--- src/rtl/clk_gate_ctrl_pkg.sv ---
// Shared low-power definitions: gate FSM encoding and the settle/idle counter width.
// Imported by the clock-gate controller and its helpers.
package clk_gate_ctrl_pkg;

    localparam int CNT_W = 8;

    typedef enum logic [1:0] {
        OFF       = 2'b00,
        WAKE      = 2'b01,
        ON        = 2'b10,
        IDLE_WAIT = 2'b11
    } gate_state_e;

endpackage

--- src/rtl/sat_counter.sv ---
// Saturating event counter: +1 per inc pulse, holds at all-ones; synchronous clear.
// Single-cycle update, no backpressure (every inc is absorbed or saturated away).
module sat_counter #(
    parameter int STAT_W = 8
) (
    input  logic              clk,
    input  logic              rst_n,
    input  logic              inc,
    input  logic              clear,
    output logic [STAT_W-1:0] cnt
);

    always_ff @(posedge clk or negedge rst_n) begin
        if (!rst_n) begin
            cnt <= '0;
        end else if (clear) begin
            cnt <= '0;
        end else if (inc && (cnt != {STAT_W{1'b1}})) begin
            cnt <= cnt + STAT_W'(1);
        end
    end

endmodule

--- src/rtl/clk_gate_ctrl.sv ---
// Enable controller for one clock-gating cell: wake settle before gated_ready, idle hysteresis before gating off.
// CLK_EN rises one edge after req, gated_ready WAKE_CYCLES edges after req; no backpressure, req/busy are levels.
module clk_gate_ctrl
    import clk_gate_ctrl_pkg::*;
#(
    parameter int WAKE_CYCLES = 2,
    parameter int IDLE_CYCLES = 4,
    parameter int STAT_W      = 8
) (
    input  logic              CLK,
    input  logic              RST,
    input  logic              req,
    input  logic              busy,
    output logic              CLK_EN,
    output logic              gated_ready,
    output logic [1:0]        gate_state,
    output logic [STAT_W-1:0] gate_off_cnt
);

    localparam logic [CNT_W-1:0] WAKE_LOAD = CNT_W'(WAKE_CYCLES - 1);
    localparam logic [CNT_W-1:0] IDLE_LOAD = CNT_W'(IDLE_CYCLES - 1);

    gate_state_e      state_q;
    logic [CNT_W-1:0] cnt_q;
    logic             idle_now;
    logic             gate_off_inc;

    assign idle_now = !req && !busy;

    // Same condition that takes IDLE_WAIT to OFF, so the statistic moves on that edge.
    assign gate_off_inc = (state_q == IDLE_WAIT) && idle_now && (cnt_q == '0);

    always_ff @(posedge CLK or negedge RST) begin
        if (!RST) begin
            state_q     <= OFF;
            cnt_q       <= '0;
            CLK_EN      <= 1'b0;
            gated_ready <= 1'b0;
        end else begin
            case (state_q)
                OFF: begin
                    if (req) begin
                        state_q <= WAKE;
                        cnt_q   <= WAKE_LOAD;
                        CLK_EN  <= 1'b1;
                    end
                end
                // Wake always runs to completion so the domain never sees a runt clock burst.
                WAKE: begin
                    if (cnt_q == '0) begin
                        state_q     <= ON;
                        gated_ready <= 1'b1;
                    end else begin
                        cnt_q <= cnt_q - CNT_W'(1);
                    end
                end
                ON: begin
                    if (idle_now) begin
                        state_q <= IDLE_WAIT;
                        cnt_q   <= IDLE_LOAD;
                    end
                end
                IDLE_WAIT: begin
                    if (!idle_now) begin
                        state_q <= ON;
                    end else if (cnt_q == '0) begin
                        state_q     <= OFF;
                        CLK_EN      <= 1'b0;
                        gated_ready <= 1'b0;
                    end else begin
                        cnt_q <= cnt_q - CNT_W'(1);
                    end
                end
                default: begin
                    state_q     <= OFF;
                    cnt_q       <= '0;
                    CLK_EN      <= 1'b0;
                    gated_ready <= 1'b0;
                end
            endcase
        end
    end

    assign gate_state = state_q;

    sat_counter #(
        .STAT_W (STAT_W)
    ) u_off_cnt (
        .clk   (CLK),
        .rst_n (RST),
        .inc   (gate_off_inc),
        .clear (1'b0),
        .cnt   (gate_off_cnt)
    );

endmodule

--- config.mk ---
export PLATFORM = sky130hd
export DESIGN_NAME = clk_gate_ctrl
export DESIGN_NICKNAME = d
export VERILOG_FILES = /design/src/rtl/clk_gate_ctrl_pkg.sv /design/src/rtl/sat_counter.sv /design/src/rtl/clk_gate_ctrl.sv
export SDC_FILE = /design/constraint.sdc
export NUM_CORES = 1
export LEC_CHECK = 0
export BUFFER_PORTS_ARGS = -buffer_cell sky130_fd_sc_hd__buf_2
export CAP_MARGIN = 10
export CORE_MARGIN = 5
export CORE_UTILIZATION = 49
export DETAILED_ROUTE_END_ITERATION = 16
export PLACE_DENSITY = 0.81
export SKIP_CTS_REPAIR_TIMING = 1
export SLEW_MARGIN = 40
export SYNTH_ARGS = -nofsm -noshare
export SYNTH_HDL_FRONTEND = slang
export SYNTH_SLANG_ARGS = --single-unit
--- constraint.sdc ---
create_clock -name CLK -period 1.75 [get_ports CLK]
set_input_delay 0.0875 -clock CLK [delete_from_list [all_inputs] [get_ports CLK]]
set_output_delay 0.0875 -clock CLK [all_outputs]
set_load 0.01 [all_outputs]
==> metrics.cfg <==
[routing]
wl_met3_um = 125
wl_per_cell_um = 16.5
viasPerCell = 6.00
postRouteAntennaNets = 0
drt_wl_total_um = 2630
dr_wl_met2_um = 1340
wl_met1_um = 1120
drt_iter0_drc = 34
num_vias = 954
dr.pass1.iters = 4
drc = 0
top_layer = met4

[floorplanning]
rows = 17
coreArea_sq_um = 2150
die_h_um = 56.8
dieArea_sq_um = 3230
start_util_pct = 50.0
die_width_um = 56.8
io_pins = 16

[logic_synthesis]
synthesis.area_sq_um = 1070
synth-xor-area-share_pct = 4.90
synthTopCellsByArea = dfrtp_1 (47%), xor2_1 (4.9%), ha_1 (3.5%)
ys_seq_area_share_pct = 46.6
ys_seq_elements = 20
synth_top_family_by_area = simple AND/OR/NAND/NOR gates
synth-adder-area-share_pct = 3.50
synthCells = 103
synth_top_cell_area_share_pct = 46.6
synth_compound_area_share_pct = 12.6
synthMuxAreaShare_pct = 1.98
yosysTopAreaCell = dfrtp_1
avgSynthCellArea_sq_um = 10.4
synth.distinct_cells = 35
yosysWarnings = 0
synth_simple_gate_area_share_pct = 26.8
synth_fp_nets = 110

[hold_path]
hold_start = req
whs_path_depth = 3
hold_path_class = input pin to flop
worst_hold_path.endpoint = CLK_EN$_DFFE_PN0P_

[critical_path]
arrival_ns = 2.02
r2r-start = cnt_q[1]$_DFFE_PN0P_
cp-start-kind = flop
required_ns = 1.97
r2r_cells = 6
cp-end-kind = flop
reg2reg_to = u_off_cnt.cnt[4]$_DFFE_PN0P_
reg2reg_slack_ns = -0.06
worstPathMaxFanout = 7
critical_path_class = flop to flop

[global_route]
grt_max_degree = 21
grt_overflow = 0
antenna_found_initial = 0
grt_pass1_wl_um = 3910
grt_pass1_vias = 904
grtUsageTotal_pct = 15.2

[sta]
post-route-period-util_pct = 103
finalSetupViolCount = 5
finalHoldViolations = 0
grt_setup_unrepaired = true
relSlewSlack_pct = 70.8
whs_ns = 0.114
period_needed_ns = 1.81
drv_slew = 0
fin_skew_ns = 0.00497
setup_ws_ns = -0.0559
worst_slew_pin_slew_ns = 0.438
max_freq_mhz = 554

[layout]
area_delta_synth_final_pct = 26.1
final_common_cell = dfrtp_1
final_cells = 159
final_layout_size_suffix_gt1_share_pct = 35.1
nFillCells = 159
final_cell_mix = dfrtp_1 (20), buf_2 (15), buf_4 (10), nand2_1 (8), o21ai_0 (7)
antenna_cells = 0
finish.net_count = 139

[power_and_ir_drop]
powerDensity_nw_per_um2 = 1420
vdd.ir_drop.worst_v = 0.00114
p_clk_share_pct = 13.8
swShare_pct = 39.7
switching_power_mw = 0.765
cellLeakagePower_nw = 0.607
seqPwrFrac_pct = 38.9
power_frac_comb_pct = 47.3
p_int_mw = 1.16

[place]
pre_cts_ws_ns = -0.0897
post-place-cells = 152
hpwl_um = 1770
port_buffers = 15
gp_congestion = 0.807

[cts]
ctsHtreeMaxLevel = 1
clk_path_buf_depth = 2
clock-sinks = 20
worstSkewPairLatency_ns = 0.29
clkSlewWorstSetupHoldPaths_ns = 0.11
cts_made_buffers = 3
cts_tree = built
root_buffer = clkbuf_4

[outcome]
status = finished, violations left
violations = negative setup slack

[run]
drv_cap = 0

[logic make-up (layout without fill, tap and decap cells)]
logic type      count (synthesis)  in the layout
compound gates                 23             23
xor+xnor                        6              6
fa+ha+maj                       3              3
buf+inv                         6             34
flops                          20             20
mux                             2              2
simple gates                   43             43
[stage by stage]
| step | power, mW | util, % | cell area, sq um | setup TNS [ns] |
|---|---|---|---|---|
| 2_1_floorplan | 1.26 | - | 1080 | 0 |
| 3_3_place_gp | 1.51 | 57.3 | 1230 | 0 |
| 3_5_place_dp | 1.56 | 57.3 | 1230 | -0.143 |
| 4_1_cts | 1.83 | 59.0 | 1270 | -0.193 |
| 5_1_grt | 2.06 | 63.0 | 1350 | -1.30 |
| 6_report | 1.93 | 63.0 | 1350 | -0.187 |
[cells in the mapped netlist]
| cell | n |
|---|---|
| dfrtp_1 | 20 |
| nand2_1 | 8 |
| a21oi_1 | 7 |
| o21ai_0 | 7 |
| nor2_1 | 6 |
| xor2_1 | 6 |
| nand3_1 | 4 |
| or3_1 | 4 |
| ha_1 | 3 |
| inv_1 | 3 |
| nor3_1 | 3 |
| or4_1 | 3 |
| a31oi_1 | 2 |
| buf_6 | 2 |
| nand4_1 | 2 |
| nor4_1 | 2 |
| o31ai_1 | 2 |
| or3_2 | 2 |
| a41oi_1 | 1 |
| and2_1 | 1 |
| and2_4 | 1 |
| buf_2 | 1 |
| mux2_1 | 1 |
| mux2i_1 | 1 |
| nand2b_1 | 1 |
| nand3_2 | 1 |
| nor3b_1 | 1 |
| nor4_2 | 1 |
| nor4_4 | 1 |
| nor4b_2 | 1 |
| nor4bb_4 | 1 |
| o21a_1 | 1 |
| o21ai_1 | 1 |
| o21bai_1 | 1 |
| o2bb2ai_1 | 1 |
[area by class of cell]
type | instances | area [sq um] | area share (%)
clock buffers | 4 | 36.3 | 2.68
inverters | 3 | 11.3 | 0.832
multi-input cells | 77 | 599 | 44.3
flip-flops and latches | 20 | 500 | 37.0
well taps | 28 | 35.0 | 2.59
repair buffers | 27 | 171 | 12.7
[worst max-delay path by stage]
stage | from | depth (start not counted) | slack (ns) | end
final | cnt_q[1]$_DFFE_PN0P_ | 6 | -0.06 | u_off_cnt.cnt[4]$_DFFE_PN0P_
after global routing | cnt_q[1]$_DFFE_PN0P_ | 6 | -0.20 | u_off_cnt.cnt[6]$_DFFE_PN0P_
after CTS | cnt_q[1]$_DFFE_PN0P_ | 6 | -0.09 | u_off_cnt.cnt[4]$_DFFE_PN0P_
after detailed placement | cnt_q[1]$_DFFE_PN0P_ | 6 | -0.09 | u_off_cnt.cnt[4]$_DFFE_PN0P_
after global placement | cnt_q[1]$_DFFE_PN0P_ | 6 | 0.05 | u_off_cnt.cnt[1]$_DFFE_PN0P_
after floorplan | cnt_q[0]$_DFFE_PN0P_ | 7 | 0.01 | cnt_q[3]$_DFFE_PN0P_
[critical path: stages (launching register included)]
cell and delay, ns:
dfrtp_1 0.42, inv_2 0.11, ha_4 0.13, nor4bb_4 0.33, nand3_4 0.23, nor4b_4 0.33, xor2_1 0.19
[sequential cells by signal, indices dropped and copies added (netlist names)]
| register | cells |
|---|---|
| cnt_q | 8 |
| u_off_cnt.cnt | 8 |
| gated_ready | 1 |
| gate_state | 2 |
| CLK_EN | 1 |
[power groups by stage]
stage                     Sequential, mW  Combinational [mW]  Clock, mW
final                              0.750               0.911      0.265
after global routing               0.769               0.997      0.293
after CTS                          0.743               0.816      0.268
after detailed placement           0.752               0.805          0
after global placement             0.740               0.774          0
after floorplan                    0.763               0.499          0
[per-layer routing]
metal  global-route usage, %  vias up
li1                        -      436
met1                    19.4      457
met2                    24.9       49
met3                    3.22       12
met4                    5.96        0
met5                       0        -
(Power assumes the default switching activity.)
